<file path="src/rtl/iter_divider.sv">
// Iterative radix-2 restoring divider: one quotient bit per cycle, signed or
// unsigned, quotient and remainder returned together over a valid/ready pair.
module iter_divider #(
  parameter int WIDTH = 32
) (
  input  logic             div_clk,
  input  logic             resetn,
  input  logic             flush,
  input  logic             div_valid,
  output logic             div_ready,
  input  logic             div_signed,
  input  logic [WIDTH-1:0] x,
  input  logic [WIDTH-1:0] y,
  output logic             res_valid,
  input  logic             res_ready,
  output logic [WIDTH-1:0] quotient,
  output logic [WIDTH-1:0] remainder
);

  localparam int CNT_W = $clog2(WIDTH) + 1;

  typedef enum logic [1:0] {IDLE, CALC, FIX, DONE} state_e;

  state_e           state_q, state_d;
  logic [CNT_W-1:0] cnt_q, cnt_d;
  logic [WIDTH-1:0] rem_q, rem_d;
  logic [WIDTH-1:0] dvd_q, dvd_d;
  logic [WIDTH-1:0] dvs_q, dvs_d;
  logic [WIDTH-1:0] x_raw_q, x_raw_d;
  logic [WIDTH-1:0] quo_q, quo_d;
  logic [WIDTH-1:0] rmd_q, rmd_d;
  logic             qneg_q, qneg_d;
  logic             rneg_q, rneg_d;
  logic             dz_q, dz_d;
  logic             res_valid_q, res_valid_d;
  logic [WIDTH:0]   shifted;
  logic [WIDTH:0]   trial;

  function automatic logic [WIDTH-1:0] negate_if(input logic [WIDTH-1:0] v,
                                                 input logic             neg);
    return neg ? ((~v) + WIDTH'(1)) : v;
  endfunction

  always_comb begin
    state_d     = state_q;
    cnt_d       = cnt_q;
    rem_d       = rem_q;
    dvd_d       = dvd_q;
    dvs_d       = dvs_q;
    x_raw_d     = x_raw_q;
    quo_d       = quo_q;
    rmd_d       = rmd_q;
    qneg_d      = qneg_q;
    rneg_d      = rneg_q;
    dz_d        = dz_q;
    res_valid_d = res_valid_q;
    // The dividend register doubles as the quotient shift register.
    shifted     = {rem_q, dvd_q[WIDTH-1]};
    trial       = shifted - {1'b0, dvs_q};

    unique case (state_q)
      IDLE: begin
        if (div_valid) begin
          state_d = CALC;
          cnt_d   = '0;
          rem_d   = '0;
          dvd_d   = negate_if(x, div_signed & x[WIDTH-1]);
          dvs_d   = negate_if(y, div_signed & y[WIDTH-1]);
          qneg_d  = div_signed & (x[WIDTH-1] ^ y[WIDTH-1]);
          rneg_d  = div_signed & x[WIDTH-1];
          dz_d    = (y == '0);
          x_raw_d = x;
        end
      end
      CALC: begin
        rem_d = trial[WIDTH] ? shifted[WIDTH-1:0] : trial[WIDTH-1:0];
        dvd_d = {dvd_q[WIDTH-2:0], ~trial[WIDTH]};
        cnt_d = cnt_q + CNT_W'(1);
        if (cnt_q == CNT_W'(WIDTH - 1)) begin
          state_d = FIX;
        end
      end
      FIX: begin
        // Divide-by-zero returns all ones and the untouched dividend.
        if (dz_q) begin
          quo_d = '1;
          rmd_d = x_raw_q;
        end else begin
          quo_d = negate_if(dvd_q, qneg_q);
          rmd_d = negate_if(rem_q, rneg_q);
        end
        state_d = DONE;
      end
      DONE: begin
        res_valid_d = 1'b1;
        if (res_valid_q && res_ready) begin
          state_d     = IDLE;
          res_valid_d = 1'b0;
        end
      end
      default: state_d = IDLE;
    endcase

    if (flush) begin
      state_d     = IDLE;
      res_valid_d = 1'b0;
    end
  end

  always_ff @(posedge div_clk or negedge resetn) begin
    if (!resetn) begin
      state_q     <= IDLE;
      cnt_q       <= '0;
      rem_q       <= '0;
      dvd_q       <= '0;
      dvs_q       <= '0;
      x_raw_q     <= '0;
      quo_q       <= '0;
      rmd_q       <= '0;
      qneg_q      <= 1'b0;
      rneg_q      <= 1'b0;
      dz_q        <= 1'b0;
      res_valid_q <= 1'b0;
    end else begin
      state_q     <= state_d;
      cnt_q       <= cnt_d;
      rem_q       <= rem_d;
      dvd_q       <= dvd_d;
      dvs_q       <= dvs_d;
      x_raw_q     <= x_raw_d;
      quo_q       <= quo_d;
      rmd_q       <= rmd_d;
      qneg_q      <= qneg_d;
      rneg_q      <= rneg_d;
      dz_q        <= dz_d;
      res_valid_q <= res_valid_d;
    end
  end

  assign div_ready = (state_q == IDLE);
  assign res_valid = res_valid_q;
  assign quotient  = quo_q;
  assign remainder = rmd_q;

endmodule
</file>
<file path="config.mk">
export PLATFORM = sky130hd
export DESIGN_NAME = iter_divider
export DESIGN_NICKNAME = d
export VERILOG_FILES = /design/src/rtl/iter_divider.sv
export SDC_FILE = /design/constraint.sdc
export NUM_CORES = 1
export LEC_CHECK = 0
export BUFFER_PORTS_ARGS = -buffer_cell sky130_fd_sc_hd__buf_2
export CAP_MARGIN = 20
export CORE_MARGIN = 1
export CORE_UTILIZATION = 55
export CTS_BUF_LIST = sky130_fd_sc_hd__clkbuf_16
export CTS_CLUSTER_SIZE = 25
export DETAILED_ROUTE_END_ITERATION = 8
export PLACE_DENSITY_LB_ADDON = 0.15
export SKIP_CTS_REPAIR_TIMING = 1
export SYNTH_ARGS = -nofsm -noshare
export SYNTH_HDL_FRONTEND = slang
export SYNTH_SLANG_ARGS = --single-unit
</file>
<file path="constraint.sdc">
create_clock -name div_clk -period 4.4 [get_ports div_clk]
set_input_delay 0.22 -clock div_clk [delete_from_list [all_inputs] [get_ports div_clk]]
set_output_delay 0.22 -clock div_clk [all_outputs]
set_load 0.02 [all_outputs]
</file>
==> impl_metrics.json, run 1 <==
{
  "cts_tree": "built",
  "yosys_most_used_dff": "dfrtp_1",
  "via_per_inst": 5.693,
  "fin_tns_setup_ns": 0,
  "antenna_left": 0,
  "finalHoldViolCount": 0,
  "route.detailed.drc": 0,
  "worstPathMaxFanout": 12,
  "cp_slowest_stage_delay_ns": 0.71,
  "end_kind": "flip-flop",
  "core_area_sq_um": 22710,
  "wirelength_mm": 29.86,
  "synth_common_cells": "204 x dfrtp_1, 177 x nand2_1, 130 x o21ai_0",
  "crit_chain": "inv_1 > ha_1 > fa_1 > nand2b_1 > a21oi_1 > o21ai_1 > o31a_1 > nor4_1 > nor2b_1 > xor2_1 > a32oi_1 > o21ai_1",
  "synthCells": 1446,
  "io_buffer_count": 135,
  "die_y_um": 154.5,
  "p_leak_nw": 6.479,
  "fin_crit_sh_pct": 83.49,
  "grt_pass1_wl_mm": 49.41,
  "synth_most_common_cell": "dfrtp_1",
  "grt_overflow_total": 0,
  "fin_nets": 1659,
  "wl_per_cell_um": 16.16,
  "crit_arrival_ns": 4.09,
  "synth_edf_count": 0,
  "crit_path_frequent_cell": "o21ai_1",
  "antenna_cells": 0,
  "cp.required_ns": 4.82,
  "drtIter0Drc": 629,
  "max_slew_margin_pct": 34.13,
  "dp_hpwl_mm": 21.74,
  "synth_cell_types": 67,
  "place.gp.congestion": 0.9231,
  "drv_slew": 0,
  "startpoint_type": "flip-flop",
  "run_status": "finished clean",
  "die-area_sq_um": 23880,
  "grt_pass1_vias": 9984,
  "irDropWorstVdd_uv": 295.5,
  "ys_warn_count": 0,
  "tightest_slew_ns": 0.9881,
  "synth_area_sq_um": 12800,
  "cts-htree-levels": 1,
  "path_clk_slew_ns": 0.06,
  "cap_viol_max_count": 0,
  "worst-setup-path-type": "flip-flop to flip-flop",
  "placed_cell_area_sq_um": 13590,
  "final-setup-viol-count": 0,
  "synth_async_sr_flop_share_pct": 100.0,
  "holdCritPathClass": "input port to flip-flop",
  "ys_ff_latch": 204,
  "skew_ns": 0.02100,
  "io_pins": 136,
  "p_per_area_nw_per_um2": 778.4,
  "finalInstanceArea_sq_um": 14310,
  "grt_antenna_before_repair": 1,
  "num_rows": 55,
  "rsz0062_at_grt": "no",
  "root_buffer": "clkbuf_16",
  "cts_sinks": 204,
  "synth.avg_cell_area_sq_um": 8.849,
  "met2_usage_pct": 41.13,
  "seq_area_frac_synth_pct": 39.89,
  "clock_path_buffers": 3,
  "clk_latency_ns": 0.51,
  "met1_usage_pct": 35.84,
  "layout-drive-gt1-share_pct": 16.06,
  "use_met3_pct": 2.466,
  "synth_area_leaders": "dfrtp_1 40%, xor2_1 6.4%, nand2_1 5.2%, o21ai_0 5.1%, mux2_2 4.8%",
  "yosys.area.top_type_share_pct": 39.89,
  "dr.pass1.iters": 7,
  "die_width_um": 154.5,
  "vias": 10520,
  "initial_core_util_pct": 56.35,
  "top_usage_layer": "met2",
  "track_usage_pct": 25.12,
  "min_period_ns": 3.674,
  "syn_nets": 1558,
  "fmax_mhz": 272.2,
  "synth_top_cell_by_area": "dfrtp_1",
  "slowest_stage": "xor2_1",
  "grt_start_max_net_pins": 102,
  "syn_to_final_growth_pct": 11.86,
  "cts_buffers": 23
}
## final timing paths
check                          start            end  slack [ns]  cells past startpoint
max in group asynchronous     resetn  remainder[14]        3.03                      3
min reg2reg                dvs_q[14]      dvs_q[14]        0.48                      2
max reg2reg                dvd_q[31]      rem_q[31]        0.73                     12
min in group asynchronous     resetn    quotient[1]        0.37                      2
min                            x[18]    x_raw_q[18]       0.002                      2
max                        dvd_q[31]      rem_q[31]        0.73                     12
## layout make-up
type	instances	area, sq um
clock buffers	23	575.6
fillers	1992	8396
well taps	285	356.6
repair buffers	148	809.5
flip-flops and latches	204	5106
clock inverters	18	100.1
multi-input cells	1117	7167
inverters	53	198.9
## layer usage
metal	wire, um	vias up
met1	14100	4905
li1	-	5293
met5	13	-
met4	459	2
met2	13710	279
met3	1582	42
## worst max-delay path, delay by kind of cell, from the launching register on
family | cells | cell delay [ns]
AND/OR/NAND/NOR | 3 | 0.70
buffers and inverters | 1 | 0.13
adder cells (fa/ha/maj) | 2 | 0.66
AO/OA/AOI/OAI | 5 | 1.04
flip-flops | 1 | 0.34
XOR/XNOR | 1 | 0.71
## kinds of logic (layout without fill, tap and decap cells)
family                   Yosys count  count (layout)  synth area share, %
AO/OA/AOI/OAI                    407             407                18.69
adder cells (fa/ha/maj)           42              42                4.165
XOR/XNOR                         149             149                10.26
AND/OR/NAND/NOR                  437             437                15.70
multiplexers                      82              82                6.981
flip-flops                       204             204                39.89
buffers and inverters            125             242                4.312
## sequential cells by signal, summed over array words and instances, names as in the netlist
| signal | flops |
|---|---|
| cnt_q | 6 |
| dvd_q | 32 |
| dvs_q | 32 |
| dz_q | 1 |
| qneg_q | 1 |
| quotient | 32 |
| rem_q | 32 |
| remainder | 32 |
| res_valid | 1 |
| rneg_q | 1 |
| state_q | 2 |
| x_raw_q | 32 |
## metrics by stage
step | power (mW) | instances | worst slack [ns] | hold slack, ns | util [%]
floorplan | 7.950 | 1446 | 1.180 | -0.07559 | -
global placement | 9.289 | 1803 | 0.8020 | 0.3694 | 59.86
detailed placement | 9.401 | 1803 | 0.7488 | 0.3632 | 59.86
CTS | 11.19 | 1844 | 0.7098 | -0.1565 | 62.83
global route | 12.09 | 1848 | 0.3111 | 0.0003102 | 63.03
finish | 11.14 | 1848 | 0.7265 | 0.002251 | 63.03
## placed cells by master, fill, tap and decap left out, drive strengths merged, types with 16 or more instances in the layout
cell | synthesis | layout
a21oi | 115 | 115
buf | 11 | 144
clkbuf | 60 | 24
dfrtp | 204 | 204
ha | 41 | 41
inv | 53 | 60
mux2 | 55 | 55
mux2i | 27 | 27
nand2 | 177 | 177
nand3 | 19 | 19
nor2 | 130 | 130
nor3 | 18 | 18
o21ai | 176 | 176
o31ai | 23 | 23
o41ai | 16 | 16
or4 | 17 | 17
xnor2 | 55 | 55
xor2 | 94 | 94
## where the power goes
part / leakage (nW) / internal [mW] / switching, mW
combinational: 3.58 / 2.44 / 3.49
sequential: 2.55 / 2.69 / 0.792
clock: 0.354 / 0.998 / 0.732
Note: power is estimated with default switching activity, not from simulation.
==> run 2, diff against run 1 <==
- clock period: 4.4 -> 3.7 ns (I/O delays scaled with it)
==> impl_metrics.json, run 2 (synthesized netlist as in run 1, its figures left out) <==
{
  "run_status": "finished, violations left",
  "violations": "negative hold slack",
  "grt_pass1_vias": 10060,
  "core_area_sq_um": 22710,
  "worstReg2RegStart": "dvd_q[31]",
  "grt_overflow_total": 0,
  "holdCritPathClass": "input port to flip-flop",
  "timing.hold.ws_ns": -0.02561,
  "layout_commonest_cell": "dfrtp_1",
  "worstPathMaxFanout": 12,
  "rsz0062_at_grt": "no",
  "place.gp.congestion": 0.9196,
  "num_rows": 55,
  "slowest_stage": "or4_1",
  "swShare_pct": 44.57,
  "clock_path_buffers": 3,
  "p_int_mw": 7.556,
  "fin_tns_setup_ns": 0,
  "end_kind": "flip-flop",
  "hold_path_end": "dvs_q[30]",
  "path_clk_slew_ns": 0.06,
  "via_per_inst": 5.661,
  "layout-drive-gt1-share_pct": 16.62,
  "fin_crit_sh_pct": 92.88,
  "comb_power_share_pct": 53.2,
  "p_leak_nw": 6.663,
  "crit_chain": "inv_1 > ha_1 > fa_1 > nand2b_1 > a21oi_2 > o21ai_1 > o31a_1 > nor4_1 > nor2b_1 > xor2_1 > buf_4 > or4_1 > nand3_1",
  "finalHoldViolCount": 9,
  "cap_viol_max_count": 0,
  "track_usage_pct": 25.66,
  "timing.rr.end": "rem_q[25]",
  "seqPwrFrac_pct": 30.3,
  "die_y_um": 154.5,
  "syn_to_final_growth_pct": 14.66,
  "wl_per_cell_um": 16.25,
  "clk_latency_ns": 0.51,
  "root_buffer": "clkbuf_16",
  "hold_path_depth": 3,
  "grt_start_max_net_pins": 115,
  "startpoint_type": "flip-flop",
  "dp_slack_ns": 0.2370,
  "drv_slew": 0,
  "final-setup-viol-count": 0,
  "cts_buffers": 24,
  "fin_ws_ns": 0.2633,
  "wirelength_mm": 30.56,
  "skew_ns": 0.008767,
  "worst-setup-path-type": "flip-flop to flip-flop",
  "p_per_area_nw_per_um2": 929.1,
  "grt_pass1_wl_mm": 50.25,
  "layout_common_cells": "203 x dfrtp_1, 176 x nand2_1, 134 x buf_2",
  "dr.pass1.iters": 5,
  "vias": 10640,
  "route.detailed.drc": 0,
  "r2r_cells": 13,
  "hp-start": "y[30]",
  "cts_sinks": 204,
  "grt_antenna_before_repair": 0,
  "min_period_ns": 3.437,
  "crit_arrival_ns": 3.88,
  "io_buffer_count": 135,
  "clkPwrFrac_pct": 16.5,
  "initial_core_util_pct": 56.35,
  "antenna_left": 0,
  "io_pins": 136,
  "fin_nets": 1689,
  "die-area_sq_um": 23880,
  "cp_slowest_stage_delay_ns": 0.47,
  "drtIter0Drc": 564,
  "die_width_um": 154.5,
  "cts_tree": "built",
  "cp.required_ns": 4.14,
  "fmax_mhz": 291.0,
  "dp_hpwl_mm": 22.03,
  "tightest_slew_ns": 0.9894,
  "ff2ff_setup_slack_ns": 0.26,
  "cts-htree-levels": 1,
  "max_slew_margin_pct": 34.04,
  "power_switching_mw": 6.076,
  "irDropWorstVdd_uv": 376.2
}
-- run 2: changes by cell type in the layout (fill, tap and decap cells not counted), moves of 2 or more --
cell           delta
inv_1             +2
dlygate4sd3_1    +18
clkbuf_16         +2
clkinv_1          -2
buf_4            +10
-- run 2: area by class of cell --
| cell class | count | area [sq um] |
|---|---|---|
| clock buffer | 25 | 625.6 |
| clock inverter | 18 | 126.4 |
| fill | 1928 | 8038 |
| inverter | 53 | 198.9 |
| tap | 285 | 356.6 |
| sequential | 204 | 5106 |
| antenna | 1 | 2.502 |
| multi-input combinational | 1117 | 7171 |
| timing repair buffer | 177 | 1085 |
-- run 2: per-layer routing --
layer / global-route usage (%) / wire [um] / vias to the layer above
li1: - / - / 5356
met1: 36.10 / 14400 / 5010
met2: 42.71 / 14290 / 245
met3: 2.690 / 1461 / 31
met4: 5.846 / 408 / 0
met5: 0 / 0 / -
-- run 2: worst max-delay path by stage --
stage / depth (start not counted) / startpoint / slack [ns] / end
final: 13 / dvd_q[31] / 0.26 / rem_q[25]
after global routing: 13 / dvd_q[31] / 0.05 / rem_q[25]
after CTS: 13 / dvd_q[31] / 0.21 / rem_q[25]
after detailed placement: 13 / dvd_q[31] / 0.24 / rem_q[25]
after global placement: 13 / dvd_q[31] / 0.27 / rem_q[25]
after floorplan: 13 / dvd_q[31] / 0.48 / rem_q[12]
-- run 2: worst max-delay path, delay by kind of cell, from the launching register on --
kind | cells | cell delay (ns)
flip-flops | 1 | 0.35
AND/OR/NAND/NOR | 5 | 1.25
adder cells (fa/ha/maj) | 2 | 0.65
XOR/XNOR | 1 | 0.17
buffers and inverters | 2 | 0.32
AO/OA/AOI/OAI | 3 | 0.63
-- run 2: power groups by stage --
| stage | logic [mW] | registers [mW] | clock network, mW |
|---|---|---|---|
| floorplan | 5.24 | 4.22 | 0 |
| global placement | 7.05 | 4.09 | 0 |
| detailed placement | 7.17 | 4.14 | 0 |
| CTS | 7.22 | 4.12 | 2.30 |
| global route | 8.11 | 4.26 | 2.38 |
| finish | 7.25 | 4.13 | 2.25 |
-- run 2: stage by stage --
| step | instance area, sq um | cells | power [mW] | util, % |
|---|---|---|---|---|
| finish | 14670 | 1880 | 13.63 | 64.61 |
| global route | 14670 | 1879 | 14.76 | 64.60 |
| CTS | 14440 | 1857 | 13.63 | 63.59 |
| detailed placement | 13690 | 1814 | 11.31 | 60.28 |
| global placement | 13690 | 1814 | 11.14 | 60.28 |
| floorplan | 12800 | 1446 | 9.454 | - |
==> run 3, diff against run 2 <==
- ABC_AREA: not set -> 1
==> impl_metrics.json, run 3 <==
{
  "min_period_ns": 2.689,
  "fmax_mhz": 371.9,
  "drtIter0Drc": 1795,
  "yosys.area.top_type_share_pct": 34.91,
  "tightest_slew_ns": 0.8503,
  "core_area_sq_um": 26060,
  "violations": "negative hold slack",
  "place.gp.congestion": 0.9583,
  "timing.hold.ws_ns": -0.03982,
  "yosys_most_used_dff": "dfrtp_1",
  "wl_per_cell_um": 16.91,
  "nFillCells": 2483,
  "p_per_area_nw_per_um2": 1063,
  "synth_cell_types": 50,
  "fin_crit_sh_pct": 72.68,
  "worst-setup-path-type": "flip-flop to flip-flop",
  "slowest_stage": "fa_1",
  "ys_ff_latch": 204,
  "antenna_left": 0,
  "fin_nets": 2479,
  "startpoint_type": "flip-flop",
  "synth_common_cells": "747 x nand2_1, 298 x inv_1, 204 x dfrtp_1",
  "finalInstanceArea_sq_um": 16490,
  "grt_pass1_wl_mm": 71.95,
  "path_clk_slew_ns": 0.06,
  "seq_area_sq_um": 5105,
  "fin_tns_setup_ns": 0,
  "multiInputGateArea_sq_um": 8045,
  "synth_top_cell_by_area": "dfrtp_1",
  "synthCells": 2257,
  "die_width_um": 165.1,
  "finalHoldViolCount": 6,
  "cp_slowest_stage_delay_ns": 0.40,
  "die-area_sq_um": 27240,
  "max_slew_margin_pct": 43.25,
  "crit_arrival_ns": 3.12,
  "placed_cell_area_sq_um": 15530,
  "grt_pass1_vias": 13520,
  "wirelength_mm": 46.01,
  "irDropWorstVdd_uv": 944.4,
  "syn_nets": 2369,
  "run_status": "finished, violations left",
  "ys_warn_count": 0,
  "dr.pass1.iters": 9,
  "root_buffer": "clkbuf_16",
  "final_util_pct": 63.26,
  "synth_edf_count": 0,
  "seq_area_frac_synth_pct": 34.91,
  "crit_family": "simple AND/OR/NAND/NOR gates",
  "io_buffer_count": 135,
  "synth.avg_cell_area_sq_um": 6.479,
  "dp_hpwl_mm": 34.77,
  "skew_ns": 0.03068,
  "layout-drive-gt1-share_pct": 9.895,
  "track_usage_pct": 33.81,
  "syn_to_final_growth_pct": 12.73,
  "synth_most_common_cell": "nand2_1",
  "synth_async_sr_flop_share_pct": 100.0,
  "route.detailed.drc": 0,
  "layout_commonest_cell": "nand2_1",
  "synth_area_sq_um": 14620,
  "die_y_um": 165.1,
  "cts_sinks": 204,
  "end_kind": "flip-flop",
  "grt_start_max_net_pins": 122,
  "synth_area_leaders": "dfrtp_1 35%, nand2_1 19%, inv_1 7.6%, nand3_1 6.1%, o21ai_0 6.1%",
  "final-setup-viol-count": 0,
  "io_pins": 136,
  "rsz0062_at_grt": "no",
  "crit_path_frequent_cell": "nand2_1",
  "layout_common_cells": "746 x nand2_1, 300 x inv_1, 204 x dfrtp_1",
  "vias": 15100,
  "clock_path_buffers": 3,
  "grt_antenna_before_repair": 1,
  "cap_viol_max_count": 0,
  "crit_chain": "inv_1 > ha_1 > fa_1 > inv_1 > nand2_1 > nand2_1 > nand3_1 > nand2_1 > nand2_1 > nand2_2 > nand2_2 > nand2_1 > nand2_2 > nand2_4 > nand2_1 > nand3_1 > nand2_1",
  "p_leak_nw": 8.996,
  "initial_core_util_pct": 56.12,
  "cts-htree-levels": 1,
  "holdCritPathClass": "input port to flip-flop",
  "clk_latency_ns": 0.54,
  "num_rows": 59,
  "cts_tree": "built",
  "cp.required_ns": 4.13,
  "grt_overflow_total": 0,
  "via_per_inst": 5.551,
  "cts_buffers": 24,
  "critPathBufInv": 2,
  "drv_slew": 0,
  "worstPathMaxFanout": 32
}
[run 3: cells by family (layout without fill, tap and decap cells)]
| kind of cell | count (synthesis) | in the layout | synth area share, % |
|---|---|---|---|
| xor gates and xnor gates | 51 | 51 | 3.054 |
| other | 0 | 1 | 0 |
| DFF | 204 | 204 | 34.91 |
| AOI/OAI and AO/OA | 348 | 348 | 13.00 |
| adders and majority gates | 42 | 42 | 3.645 |
| buffers and inverters | 379 | 507 | 10.11 |
| and+or+nand+nor | 1233 | 1233 | 35.28 |
[run 3: worst paths after layout]
check / startpoint / end / slack [ns] / depth (start not counted)
max: dvd_q[31] / rem_q[3] / 1.01 / 17
min: res_ready / res_valid / -0.04 / 4
max reg2reg: dvd_q[31] / rem_q[3] / 1.01 / 17
min reg2reg: quotient[30] / quotient[30] / 0.47 / 2
max in group asynchronous: resetn / remainder[4] / 2.56 / 3
min in group asynchronous: resetn / x_raw_q[4] / 0.11 / 2
[run 3: tightest hold or removal path, cell delays in order]
cell	delay [ns]
buf_2	0.07
nand2_1	0.04
nand2_1	0.08
a21oi_1	0.07
[run 3: power by group]
part / leakage [nW] / switching (mW) / internal (mW)
Combinational: 5.99 / 7.46 / 3.44
Sequential: 2.58 / 0.834 / 3.22
Clock: 0.426 / 0.977 / 1.60
[run 3: final cells by class]
class                           instances  share of cell area (%)
Antenna cell                            1                 0.01518
Clock buffer                           24                   3.643
Clock inverter                         20                   1.563
Inverter                              304                   6.922
Multi-Input combinational cell       1674                   48.80
Sequential cell                       204                   30.97
Tap cell                              335                   2.543
Timing Repair Buffer                  159                   5.548
[run 3: metrics by stage]
step / hold WS [ns] / setup slack (ns) / total power [mW] / instances
2_1_floorplan: -0.1106 / 1.486 / 11.87 / 2257
3_3_place_gp: 0.1015 / 1.077 / 14.53 / 2668
3_5_place_dp: 0.1021 / 0.9783 / 14.72 / 2668
4_1_cts: -0.4538 / 0.9631 / 17.39 / 2712
5_1_grt: 0.002152 / 0.7981 / 19.08 / 2720
6_report: -0.03982 / 1.011 / 17.53 / 2721
[run 3: layer usage]
metal	track usage (%)	wire length, um	up-vias
li1	-	-	7419
met1	50.48	21150	7015
met2	51.64	20270	598
met3	3.521	3383	72
met4	9.341	1211	0
met5	0	0	-
